<file path="src/rtl/clk_time_set_ctrl.sv">
// Sequencer that range-checks an hh:mm:ss set request and writes it into the
// real-clock core as three load strobes (hours, minutes, seconds) under hold.
module clk_time_set_ctrl #(
    parameter int DW       = 6,
    parameter int LOAD_GAP = 2,
    parameter int HR_MAX   = 23
) (
    input  logic          clk,
    input  logic          reset,
    input  logic          set_req,
    input  logic [DW-1:0] set_hh,
    input  logic [DW-1:0] set_mm,
    input  logic [DW-1:0] set_ss,
    output logic          set_ack,
    output logic          busy,
    output logic          done,
    output logic          err,
    output logic          hold,
    output logic          load,
    output logic [1:0]    addrs,
    output logic [DW-1:0] data_out
);

    localparam int            MS_MAX = 59;
    localparam logic [DW-1:0] HR_LIM = HR_MAX[DW-1:0];
    localparam logic [DW-1:0] MS_LIM = MS_MAX[DW-1:0];
    localparam logic [3:0]    GAP_V  = LOAD_GAP[3:0];

    typedef enum logic [3:0] {
        S_IDLE,
        S_CHECK,
        S_ERR,
        S_WR_HR,
        S_GAP1,
        S_WR_MIN,
        S_GAP2,
        S_WR_SEC,
        S_DONE
    } state_t;

    state_t        state_q, state_d;
    logic [DW-1:0] hh_q, hh_d, mm_q, mm_d, ss_q, ss_d;
    logic [3:0]    cnt_q, cnt_d;
    logic [1:0]    addr_q, addr_d;
    logic [DW-1:0] data_q, data_d;

    always_ff @(posedge clk or negedge reset) begin
        if (!reset) begin
            state_q <= S_IDLE;
            hh_q    <= '0;
            mm_q    <= '0;
            ss_q    <= '0;
            cnt_q   <= '0;
            addr_q  <= '0;
            data_q  <= '0;
        end else begin
            state_q <= state_d;
            hh_q    <= hh_d;
            mm_q    <= mm_d;
            ss_q    <= ss_d;
            cnt_q   <= cnt_d;
            addr_q  <= addr_d;
            data_q  <= data_d;
        end
    end

    always_comb begin
        state_d = state_q;
        hh_d    = hh_q;
        mm_d    = mm_q;
        ss_d    = ss_q;
        cnt_d   = cnt_q;
        addr_d  = addr_q;
        data_d  = data_q;
        set_ack = 1'b0;
        err     = 1'b0;
        done    = 1'b0;
        load    = 1'b0;
        case (state_q)
            S_IDLE: begin
                if (set_req) begin
                    hh_d    = set_hh;
                    mm_d    = set_mm;
                    ss_d    = set_ss;
                    set_ack = 1'b1;
                    state_d = S_CHECK;
                end
            end
            S_CHECK: begin
                if (hh_q <= HR_LIM && mm_q <= MS_LIM && ss_q <= MS_LIM)
                    state_d = S_WR_HR;
                else
                    state_d = S_ERR;
            end
            S_ERR: begin
                err     = 1'b1;
                state_d = S_IDLE;
            end
            S_WR_HR: begin
                load   = 1'b1;
                addr_d = 2'b10;
                data_d = hh_q;
                if (LOAD_GAP == 0) begin
                    state_d = S_WR_MIN;
                end else begin
                    state_d = S_GAP1;
                    cnt_d   = GAP_V;
                end
            end
            S_GAP1: begin
                cnt_d = cnt_q - 4'd1;
                if (cnt_q <= 4'd1) state_d = S_WR_MIN;
            end
            S_WR_MIN: begin
                load   = 1'b1;
                addr_d = 2'b01;
                data_d = mm_q;
                if (LOAD_GAP == 0) begin
                    state_d = S_WR_SEC;
                end else begin
                    state_d = S_GAP2;
                    cnt_d   = GAP_V;
                end
            end
            S_GAP2: begin
                cnt_d = cnt_q - 4'd1;
                if (cnt_q <= 4'd1) state_d = S_WR_SEC;
            end
            S_WR_SEC: begin
                load    = 1'b1;
                addr_d  = 2'b00;
                data_d  = ss_q;
                state_d = S_DONE;
            end
            S_DONE: begin
                done    = 1'b1;
                state_d = S_IDLE;
            end
            default: state_d = S_IDLE;
        endcase
    end

    // Bus shows the new value during a write and the last written value otherwise.
    assign addrs    = addr_d;
    assign data_out = data_d;
    assign busy     = (state_q != S_IDLE);
    assign hold     = (state_q != S_IDLE) && (state_q != S_CHECK) && (state_q != S_ERR);

endmodule

</file>
<file path="config.mk">
export PLATFORM = sky130hd
export DESIGN_NAME = clk_time_set_ctrl
export DESIGN_NICKNAME = d
export VERILOG_FILES = /design/src/rtl/clk_time_set_ctrl.sv
export SDC_FILE = /design/constraint.sdc
export NUM_CORES = 1
export LEC_CHECK = 0
export ABC_CLOCK_PERIOD_IN_PS = 3300
export BUFFER_PORTS_ARGS = -buffer_cell sky130_fd_sc_hd__buf_2
export CAP_MARGIN = 10
export CORE_MARGIN = 3
export CORE_UTILIZATION = 55
export CTS_CLUSTER_SIZE = 20
export DETAILED_ROUTE_END_ITERATION = 8
export GPL_ROUTABILITY_DRIVEN = 0
export PLACE_DENSITY = 0.8
export SETUP_SLACK_MARGIN = 0.3
export SYNTH_ARGS = -nofsm -noshare
export SYNTH_HDL_FRONTEND = slang
export SYNTH_SLANG_ARGS = --single-unit
export TNS_END_PERCENT = 5
</file>
<file path="constraint.sdc">
create_clock -name clk -period 3.3 [get_ports clk]
set_input_delay 0.33 -clock clk [delete_from_list [all_inputs] [get_ports clk]]
set_output_delay 0.33 -clock clk [all_outputs]
set_load 0.01 [all_outputs]
</file>
# [Yosys cells after proc, flatten, opt, wreduce, memory -nomap -nowiden]
# Cells that the tools add are included.
[op_classes] add_sub_neg=1 magnitude_cmp=4 eq_ne=13 muxes=13 reduce_logical=12
[ops] cell="one-hot mux 4 bit (7 select lines)" count=1
[ops] cell="one-hot mux 6 bit (3 select lines)" count=1
[ops] cell="== test 4 x 3 -> 1 bit, second input constant" count=4
[ops] cell="<= comparator 6 bit, second input constant" count=2
[ops] cell="2-to-1 mux 4 bit" count=3
[ops] cell="== test 4 x 2 -> 1 bit, second input constant" count=2
[ops] cell="one-hot mux 4 bit (2 select lines)" count=1
[ops] cell="<= comparator 6 x 5 -> 1 bit, second input constant" count=1
[ops] cell="2-to-1 mux 1 bit" count=6
[ops] cell="!= test 2 bit, second input constant" count=3
[ops] cell="one-hot mux 2 bit (3 select lines)" count=1
[ops] cell="== test 4 x 1 -> 1 bit, second input constant" count=1
[ops] cell="== test 4 bit, second input constant" count=1
[ops] cell="<= comparator 4 x 1 -> 1 bit, second input constant" count=1
[ops] cell="logical AND 1 bit" count=4
[ops] cell="logical NOT 4 bit" count=1
[ops] cell="!= test 4 x 1 -> 1 bit, second input constant" count=1
[ops] cell="!= test 4 x 2 -> 1 bit, second input constant" count=1
[ops] cell="nonzero test 4 bit" count=1
[ops] cell="OR reduction 2 bit" count=2
[ops] cell="subtractor 4 x 1 -> 4 bit, second input constant" count=1
[ops] cell="AND reduction 3 bit" count=1
[ops] cell="OR reduction 3 bit" count=1
[ops] cell="AND reduction 2 bit" count=1
[ops] cell="nonzero test 2 bit" count=1
[totals] regBits=34 input_bits=21 out_inout_bits=14 wordCells=50

# [Depth between registers and ports, before layout]
# Gate-level depths: netlist of run 1.
[depth] word_depth=5 mapped_depth=6 mapped_depth_nobuf=6

# [Worst setup path before layout of run 1]
# OpenSTA, ideal clock, no wires.
[synth_path] kind="reg2out" startpoint="register state_q[2]" endpoint="output port data_out[0]" t_arrival_ns=1.294 t_required_ns=2.970 setup_slack_ns=1.676 path_stages_with_launch=7 path_buffers=3 path_cell_list="dfrtp_1 buf_6 buf_4 inv_1 buf_2 a21oi_1 o21ai_0"
[synth_via] elab_chain_cells=2 word_cells_on_any_way=4 cone_classes="3 x eq/ne; 1 x mux"
[synth_lines] item="start, declared" line_no="41" rtl="state_t state_q, state_d;"
[synth_lines] item="start signal, assigned" line_no="57" rtl="state_q <= state_d;"
[synth_lines] item="== test 4 x 3 -> 1 bit or == test 4 x 2 -> 1 bit (tied branches)" line_no="79" rtl="case (state_q)"
[synth_lines] item="one-hot mux 6 bit (3 select lines) *" line_no="79"
[synth_lines] item="end, declared" line_no="21" rtl="output logic [DW-1:0] data_out"
# Mark *: on every way between the ends. The rest lies on a longest branch, timed or not.

# [Worst setup path after layout of run 1]
[layout_path] startpoint="register state_q[2]" endpoint="output port data_out[4]"
# Same word-level chain as after synthesis.

==> results.yml, run 1 <==
power:
  peakVddDrop_mv: 0.683
  p_total_mw: 2.10
  p_leak_nw: 0.949
  p_per_area_nw_per_um2: 1070
global_route:
  grt_pass1_vias: 1316
  grt_max_degree: 35
  antenna_found_initial: 0
  grt_usage: 0.198
  grt_overflow: 0
  grt_pass1_wl_mm: 6.12
sta:
  fmaxAchievable_mhz: 394
  holdWs_ns: 0.0356
  rsz0062_at_grt: "no"
  finalClockSkew_ns: 0.00686
  setup_total_negative_slack_ns: 0
  fin_crit_sh: 0.770
  fin_crit_ns: 2.54
  relSlewSlack: 0.455
  worst_pin_slew_ns: 0.817
  report.final.setup_viol: 0
  hold_violations: 0
  slew_violations: 0
synth:
  yosys_register_bits: 34
  yosys_warnings: 0
  synth_nets: 177
  synth_top_area_frac: 0.485
  synthesis.instances: 154
  synth_edf_count: 0
  yosysTopAreaCell: "dfrtp_1"
  synthTopCellsByArea: "dfrtp_1 49%, mux2_2 9.6%, mux2_4 7.7%"
  synthArstFlopShare: 1.00
  synth_flop_cell: "dfrtp_1"
  synth.distinct_cells: 34
  ys_seq_area_frac: 0.485
  syn_area_per_cell_um2: 11.4
  syn_area_um2: 1750
worst_setup_path:
  endpoint_kind: "output port"
  critical_path_buf_inv_count: 2
  path_cells: "inv_1, a21oi_1, o21ai_0, buf_2"
  cp_slowest_cell: "dfrtp_1"
  crit_type: "reg -> out"
  crit_family: "flip-flops"
  critPathRequiredTime_ns: 2.97
  worstPathMaxFanout: 26
  cp.arrival_ns: 2.21
  critPathLaunchType: "register"
  cpPeakStageDelay_ns: 0.89
floorplan:
  die_w_um: 62.5
  fp.dieH_um: 62.5
  core_um2: 2900
  start_util: 0.604
  io_pins: 35
  dieArea_um2: 3900
  placementRows: 19
min_path:
  hold_class: "in -> async"
placed_design:
  dp.cells: 220
  dp_hpwl_mm: 2.44
  portBuffers: 34
cts:
  cts_hold_buffers: 0
  cts_max_level: 2
  cts.path.max_buffers: 2
  ctsResizeCount: 0
  numClockSinks: 34
  root_buffer: "clkbuf_4"
  cts_tree: "yes"
  cts_buffers: 5
  worst_skew_pair.late_latency_ns: 0.35
  clk_pin_slew_ns: 0.10
  post_cts_buffers: 0
cells_and_area:
  layout-drive-gt1-share: 0.376
  syn2layout_area_growth_pct: 12.0
  fillers: 237
  multi_input_area_um2: 811
  fin_nets: 208
  instances_no_fill: 228
  ff_latch_area_um2: 851
  num_antenna_cells: 0
  layout_common_cells: "34 x dfrtp_1, 34 x buf_2, 15 x mux2_2"
routing:
  viasPerCell: 5.68
  ant_nets: 0
  vias: 1296
  dr.pass1.iters: 4
  drc: 0
  wl_per_cell_um: 15.8
  wl_mm: 3.60
  drt_iter0_markers: 83
flow_run:
  max_cap_viol_count: 0
outcome:
  status: "finished, final reports clean"
## cell families after synthesis
group | Yosys count | synth area share
AND/OR/NAND/NOR | 41 | 0.143
adder cells (fa/ha/maj) | 2 | 0.0143
buffers and inverters | 15 | 0.0521
XOR/XNOR | 1 | 0.00500
multiplexers | 24 | 0.173
AO/OA/AOI/OAI | 37 | 0.126
flip-flops | 34 | 0.485
## sequential cells by signal (all words and copies together), names as in the netlist
register	cells
addr_q	2
cnt_q	4
data_q	6
hh_q	6
mm_q	6
ss_q	6
state_q	4
## layer usage
metal	wire, um	up-vias	track usage	part of all wire
met1	1570	618	0.255	0.44
met5	0	-	0	0
met3	236	11	0.0576	0.066
li1	-	617	-	-
met4	79	0	0.0826	0.022
met2	1710	50	0.310	0.48
## where the power goes
part / internal, mW / leakage [nW] / switching (mW) / total (mW)
clock network: 0.103 / 0.0353 / 0.141 / 0.244
registers: 0.625 / 0.406 / 0.251 / 0.876
logic: 0.514 / 0.507 / 0.466 / 0.980
total: 1.24 / 0.949 / 0.857 / 2.10
## Yosys cell counts, types with 3 or more instances
cell type	instances
a21oi_1	13
a22oi_1	6
and3_1	8
buf_2	4
buf_6	3
dfrtp_1	34
inv_1	5
mux2_2	15
mux2_4	9
nand2_1	3
nand2b_1	3
nor2_1	11
nor3_1	4
o21ai_0	10
## final timing paths
check                      depth (start not counted)                      to              startpoint  slack [ns]
hold reg to reg                                    1     ss_q[0]$_DFFE_PN0P_     ss_q[0]$_DFFE_PN0P_        0.52
setup reg to reg                                   3    cnt_q[0]$_DFFE_PN0P_  state_q[2]$_DFFE_PN0P_        1.47
hold / removal                                     1  state_q[2]$_DFFE_PN0P_                   reset        0.04
max in group asynchronous                          1     hh_q[1]$_DFFE_PN0P_                   reset        2.80
setup / recovery                                   4             data_out[4]  state_q[2]$_DFFE_PN0P_        0.76
min in group clk                                   2     hh_q[4]$_DFFE_PN0P_               set_hh[4]        0.20
## layout make-up
cell class / instances / share of cell area
clock buffers: 7 / 0.0280
clock inverters: 1 / 0.00255
inverters: 5 / 0.00956
multi-input cells: 105 / 0.413
flip-flops and latches: 34 / 0.433
well taps: 42 / 0.0268
repair buffers: 34 / 0.0867
## stage by stage
stage               utilization  setup slack, ns  instance area (um^2)
floorplan                     -             1.68                  1750
global placement          0.656             1.25                  1900
detailed placement        0.656             1.18                  1900
CTS                       0.677            0.795                  1960
global route              0.677            0.596                  1960
finish                    0.677            0.760                  1960
Power figures use the tool's default switching activity.
==> run 2, diff against run 1 <==
--- a/config.mk
+++ b/config.mk
@@ -5,15 +5,16 @@
 export SDC_FILE = /design/constraint.sdc
 export NUM_CORES = 1
 export LEC_CHECK = 0
-export ABC_CLOCK_PERIOD_IN_PS = 3300
+export ABC_AREA = 1
+export ABC_CLOCK_PERIOD_IN_PS = 2550
 export BUFFER_PORTS_ARGS = -buffer_cell sky130_fd_sc_hd__buf_2
 export CAP_MARGIN = 10
 export CORE_MARGIN = 3
-export CORE_UTILIZATION = 55
+export CORE_UTILIZATION = 53
 export CTS_CLUSTER_SIZE = 20
 export DETAILED_ROUTE_END_ITERATION = 8
 export GPL_ROUTABILITY_DRIVEN = 0
-export PLACE_DENSITY = 0.8
+export PLACE_DENSITY = 0.78
 export SETUP_SLACK_MARGIN = 0.3
 export SYNTH_ARGS = -nofsm -noshare
 export SYNTH_HDL_FRONTEND = slang
==> constraint.sdc (replaced) <==
create_clock -name clk -period 2.55 [get_ports clk]
set_input_delay 0.255 -clock clk [delete_from_list [all_inputs] [get_ports clk]]
set_output_delay 0.255 -clock clk [all_outputs]
set_load 0.01 [all_outputs]
==> run 2 against run 1 <==
  * The flow now finishes with violations (negative hold slack)
  * Die area down 5.6%
  * Global-route usage decreased by 0.38 points
  * Sequential cell count did not move
  * Non-clock buffer count stayed put
  * Wire length down 13%
  * Register-to-register slack worse by 0.40 ns
  * Area after synthesis fell by 9.6%
  * Critical endpoint is now data_out[5]
  * Critical path depth grew 4
  * Final cell count rose by 20%
  * Utilization down 3.1 points
  * Hold slack got worse by 0.062 ns
  * Clock skew about the same
==> results.yml, run 2 <==
synth:
  synthArstFlopShare: 1.00
  synth_flop_cell: "dfrtp_1"
  ys_seq_area_frac: 0.537
  synth_edf_count: 0
  ys_top_cells_by_count: "102 x nand2_1, 34 x dfrtp_1, 17 x nor2_1, 14 x inv_1, 9 x nand3_1"
  synth_nets: 227
  syn_area_per_cell_um2: 7.76
  yosys_warnings: 0
  synth_most_common_cell: "nand2_1"
  syn_area_um2: 1580
  yosysTopAreaCell: "dfrtp_1"
  yosys_register_bits: 34
  synthTopCellsByArea: "dfrtp_1 54%, nand2_1 24%, nor2_1 4.0%"
  synthesis.instances: 204
  synth.distinct_cells: 20
  synth_top_area_frac: 0.537
cts:
  cts_max_level: 2
  worst_skew_pair.late_latency_ns: 0.32
  clk_pin_slew_ns: 0.10
  cts_tree: "yes"
  ctsResizeCount: 0
  numClockSinks: 34
  cts.path.max_buffers: 2
  root_buffer: "clkbuf_4"
  cts_hold_buffers: 0
  cts_buffers: 5
  post_cts_buffers: 0
sta:
  fin_crit_sh: 0.787
  fin_ws_ns: 0.543
  finalClockSkew_ns: 0.00728
  fin_crit_ns: 2.01
  relSlewSlack: 0.515
  holdWs_ns: -0.0259
  worst_pin_slew_ns: 0.727
  rsz0062_at_grt: "no"
  report.final.setup_viol: 0
  setup_total_negative_slack_ns: 0
  slew_violations: 0
  fmaxAchievable_mhz: 498
  hold_violations: 34
worst_setup_path:
  crit_type: "reg -> out"
  critPathLaunchType: "register"
  reg2reg_depth: 7
  critPathRequiredTime_ns: 2.30
  r2r_setup_slack_ns: 1.07
  cp.arrival_ns: 1.75
  worstPathMaxFanout: 6
  regToRegEndpoint: "hh_q[5]$_DFFE_PN0P_"
  endpoint_kind: "output port"
  rr_startpoint: "state_q[3]$_DFFE_PN0P_"
global_route:
  antenna_found_initial: 0
  grt_pass1_wl_mm: 5.22
  grt_max_degree: 35
  grt_pass1_vias: 1193
  grt_usage: 0.194
  grt_overflow: 0
power:
  peakVddDrop_mv: 0.530
  p_per_area_nw_per_um2: 1180
  p_total_mw: 2.14
  p_leak_nw: 1.05
cells_and_area:
  layout_common_cells: "102 x nand2_1, 34 x dfrtp_1, 34 x buf_2"
  final_common_cell: "nand2_1"
  fillers: 262
  post-route-cell-area_um2: 1810
  num_antenna_cells: 0
  syn2layout_area_growth_pct: 14.5
  final_core_util: 0.646
  instances_no_fill: 273
  fin_nets: 265
  layout-drive-gt1-share: 0.198
routing:
  viasPerCell: 4.95
  ant_nets: 0
  vias: 1352
  drc: 0
  dr.pass1.iters: 4
  drt_iter0_markers: 69
  wl_mm: 3.13
  wl_per_cell_um: 11.5
outcome:
  violations: "negative hold slack"
  status: "complete, but fails checks"
min_path:
  hold_class: "in -> async"
placed_design:
  dp_hpwl_mm: 2.35
  dp.cells: 266
  placed_cell_area_um2: 1770
  place_ws_ns: 0.890
  portBuffers: 34
floorplan:
  dieArea_um2: 3680
  die_w_um: 60.7
  placementRows: 19
  start_util: 0.565
  core_um2: 2810
  io_pins: 35
  fp.dieH_um: 60.7
flow_run:
  max_cap_viol_count: 0
run 2: cell count changes after synthesis, moves of 6 or more:
cell,delta
a22oi_1,-6
and3_1,-8
nand2_1,+99
nor2_1,+6
o21ai_0,-6
mux2_4,-9
inv_1,+9
mux2_2,-15
nand3_1,+9
a21oi_1,-11
run 2: power by group:
group	leakage [nW]	switching, mW	internal, mW
Combinational	0.590	0.604	0.337
Clock	0.0308	0.167	0.0991
Sequential	0.426	0.148	0.781
run 2: metal layers:
metal  GRT usage  vias up  share of wire
met2       0.295       42           0.44
met4      0.0805        0         0.0061
met1       0.266      605           0.50
li1            -      703              -
met5           0        -              0
met3      0.0468        2          0.056
run 2: final cells by class:
cell class	instances	area, um^2	share of cell area
Sequential cell	34	851	0.469
Multi-Input combinational cell	150	642	0.354
Timing Repair Buffer	34	170	0.0939
Inverter	17	63.8	0.0352
Tap cell	31	38.8	0.0214
Clock buffer	5	37.5	0.0207
Clock inverter	2	10.0	0.00552
run 2: critical path: stages, from the launching register on:
cell and delay [ns]:
dfrtp_1 0.41, inv_1 0.07, nor2_1 0.23, nand2_1 0.19, nand2_1 0.15, inv_1 0.10, nand2_1 0.07, nand2_1 0.07
buf_2 0.14
run 2: logic make-up (layout without fill, tap and decap cells):
| kind of cell | Yosys count | after routing | synth area share |
|---|---|---|---|
| AOI/OAI and AO/OA | 10 | 10 | 0.0332 |
| DFF | 34 | 34 | 0.537 |
| and+or+nand+nor | 137 | 137 | 0.351 |
| adders and majority gates | 2 | 2 | 0.0158 |
| xor gates and xnor gates | 1 | 1 | 0.00553 |
| buffers and inverters | 20 | 58 | 0.0577 |
run 2: worst max path at each step:
| stage | startpoint | endpoint | slack [ns] | depth (start not counted) |
|---|---|---|---|---|
| after detailed placement | state_q[3]$_DFFE_PN0P_ | set_ack | 0.89 | 6 |
| after floorplan | state_q[0]$_DFFE_PN0P_ | data_out[1] | 1.18 | 7 |
| after global routing | state_q[3]$_DFFE_PN0P_ | set_ack | 0.36 | 6 |
| final | state_q[2]$_DFFE_PN0P_ | data_out[5] | 0.54 | 8 |
| after CTS | state_q[3]$_DFFE_PN0P_ | set_ack | 0.52 | 6 |
| after global placement | state_q[3]$_DFFE_PN0P_ | set_ack | 0.92 | 6 |
==> run 3, diff against run 2 <==
--- a/config.mk
+++ b/config.mk
@@ -6,15 +6,15 @@
 export NUM_CORES = 1
 export LEC_CHECK = 0
 export ABC_AREA = 1
-export ABC_CLOCK_PERIOD_IN_PS = 2550
+export ABC_CLOCK_PERIOD_IN_PS = 1700
 export BUFFER_PORTS_ARGS = -buffer_cell sky130_fd_sc_hd__buf_2
 export CAP_MARGIN = 10
 export CORE_MARGIN = 3
-export CORE_UTILIZATION = 53
+export CORE_UTILIZATION = 48
 export CTS_CLUSTER_SIZE = 20
 export DETAILED_ROUTE_END_ITERATION = 8
 export GPL_ROUTABILITY_DRIVEN = 0
-export PLACE_DENSITY = 0.78
+export PLACE_DENSITY = 0.75
 export SETUP_SLACK_MARGIN = 0.3
 export SYNTH_ARGS = -nofsm -noshare
 export SYNTH_HDL_FRONTEND = slang
==> constraint.sdc (replaced) <==
create_clock -name clk -period 1.7 [get_ports clk]
set_input_delay 0.17 -clock clk [delete_from_list [all_inputs] [get_ports clk]]
set_output_delay 0.17 -clock clk [all_outputs]
set_load 0.01 [all_outputs]
==> run 3 against run 2 <==
  * The flow finishes with violations (negative setup slack)
  * Combinational power is 90% higher
  * Sequential cell count stayed put
  * Hold slack better by 0.037 ns
==> results.yml, run 3 (synthesized netlist as in run 2, its figures left out) <==
global_route:
  grt_max_degree: 35
  grt_overflow: 0
  antenna_found_initial: 0
  grt_pass1_wl_mm: 5.90
  grt_usage: 0.192
  grt_pass1_vias: 1319
floorplan:
  fp.dieH_um: 63.4
  die_w_um: 63.4
  dieArea_um2: 4030
  placementRows: 20
  core_um2: 3100
  io_pins: 35
  start_util: 0.510
power:
  seqPwrFrac: 0.388
  p_per_area_nw_per_um2: 1790
  cellInternalPower_mw: 2.10
  netSwitchingPower_mw: 1.60
  combPwrFrac: 0.482
  p_leak_nw: 1.15
  p_sw_frac: 0.433
  p_clk_frac: 0.129
  p_total_mw: 3.70
  peakVddDrop_mv: 0.752
cells_and_area:
  num_antenna_cells: 0
  final_common_cell: "nand2_1"
  final_core_util: 0.666
  layout-drive-gt1-share: 0.331
  fin_nets: 279
  layout_common_cells: "91 x nand2_1, 33 x buf_2, 32 x dfrtp_1"
  syn2layout_area_growth_pct: 30.4
  post-route-cell-area_um2: 2070
worst_setup_path:
  r2r_setup_slack_ns: 0.34
  worstPathMaxFanout: 6
  endpoint_kind: "output port"
  path_cells: "inv_2, nand2_4, nor2_4, buf_6, nand2_2, nand2_2, nor2_1, nand2_1, buf_2"
  critPathRequiredTime_ns: 1.53
  rr_startpoint: "state_q[2]$_DFFE_PN0P_"
  reg2reg_depth: 8
  crit_type: "reg -> out"
  worstSetupStartpoint: "state_q[3]$_DFFE_PN0P_"
  cp_slowest_cell: "dfrtp_1"
  cp.arrival_ns: 1.55
  regToRegEndpoint: "hh_q[5]$_DFFE_PN0P_"
  cpPeakStageDelay_ns: 0.44
  critPathCapture: "data_out[5]"
  path_common_cell: "nand2_2"
  critPathLaunchType: "register"
cts:
  cts_tree: "yes"
  worst_skew_pair.late_latency_ns: 0.35
  cts.path.max_buffers: 2
  numClockSinks: 34
  clk_pin_slew_ns: 0.11
  root_buffer: "clkbuf_4"
  cts_max_level: 2
  cts_buffers: 5
routing:
  ant_nets: 0
  vias: 1440
  viasPerCell: 4.78
  wl_per_cell_um: 12.1
  wl_mm: 3.63
  drc: 0
  dr.pass1.iters: 4
  drt_iter0_markers: 82
sta:
  report.final.setup_viol: 5
  rsz0062_at_grt: "yes"
  fin_crit_ns: 1.72
  worst_pin_slew_ns: 0.764
  finalClockSkew_ns: 0.00966
  fmaxAchievable_mhz: 581
  fin_ws_ns: -0.0221
  holdWs_ns: 0.0110
  slew_violations: 0
  relSlewSlack: 0.491
  fin_crit_sh: 1.01
  hold_violations: 0
placed_design:
  placed_cell_area_um2: 1830
  portBuffers: 34
  place_ws_ns: 0.206
  dp_hpwl_mm: 2.45
outcome:
  violations: "negative setup slack"
  status: "complete, but fails checks"
flow_run:
  max_cap_viol_count: 0
min_path:
  hold_class: "in -> reg"
## run 3: cell count changes in the layout (fill, tap and decap cells not counted), sizes merged
cell,change
buf,+13
clkinvlp,+1
dlygate4sd3,+1
clkinv,-1
clkbuf,+1
## run 3: worst min path at each step
stage,start,depth (start not counted),slack [ns],endpoint
detailed placement,reset,1,0.28,cnt_q[3]$_DFFE_PN0P_
global route,set_ss[2],3,-0.006,ss_q[2]$_DFFE_PN0P_
global placement,reset,1,0.28,cnt_q[3]$_DFFE_PN0P_
finish,set_mm[4],3,0.01,mm_q[4]$_DFFE_PN0P_
CTS,set_mm[4],3,0.003,mm_q[4]$_DFFE_PN0P_
floorplan,reset,0,-0.13,addr_q[0]$_DFF_PN0_
## run 3: repair_timing
| item | 4_1_cts | 5_1_grt |
|---|---|---|
| hold endpoints to repair | 34 | 0 |
| gates resized for setup | 16 | 19 |
| hold buffers | 1 | 0 |
| setup buffers | 3 | 5 |
| endpoints found under the setup margin | 14 | 28 |
| pin swaps | 4 | 8 |
## run 3: power groups by stage
stage                     Sequential (mW)  Combinational (mW)  Clock (mW)
after floorplan                      1.34                1.05           0
after CTS                            1.41                1.62       0.489
after detailed placement             1.40                1.53           0
final                                1.44                1.79       0.479
after global routing                 1.49                2.01       0.530
after global placement               1.40                1.49           0
## run 3: metrics by stage
stage	std cells	setup TNS (ns)
CTS	296	-0.0922
global route	301	-0.972
floorplan	204	0
detailed placement	284	0
finish	301	-0.0694
global placement	284	0
## run 3: critical path, delay by kind of cell (launching register included)
family | cells | cell delay, ns
flip-flops | 1 | 0.44
AND/OR/NAND/NOR | 6 | 0.40
buffers and inverters | 3 | 0.36
## run 3: final cells by class
| cell class | count | area (um^2) |
|---|---|---|
| Tap cell | 44 | 55.1 |
| Inverter | 17 | 68.8 |
| Sequential cell | 34 | 853 |
| Multi-Input combinational cell | 150 | 724 |
| Clock buffer | 6 | 51.3 |
| Clock inverter | 2 | 12.5 |
| Timing Repair Buffer | 48 | 300 |
| Fill cell | 293 | 1040 |
## run 3: layer usage
| layer | vias to the layer above | track usage | part of all wire |
|---|---|---|---|
| met4 | 0 | 0.0889 | 0.012 |
| met3 | 4 | 0.0606 | 0.049 |
| met5 | - | 0 | 0 |
| met2 | 32 | 0.300 | 0.49 |
| met1 | 664 | 0.242 | 0.45 |
| li1 | 740 | - | - |
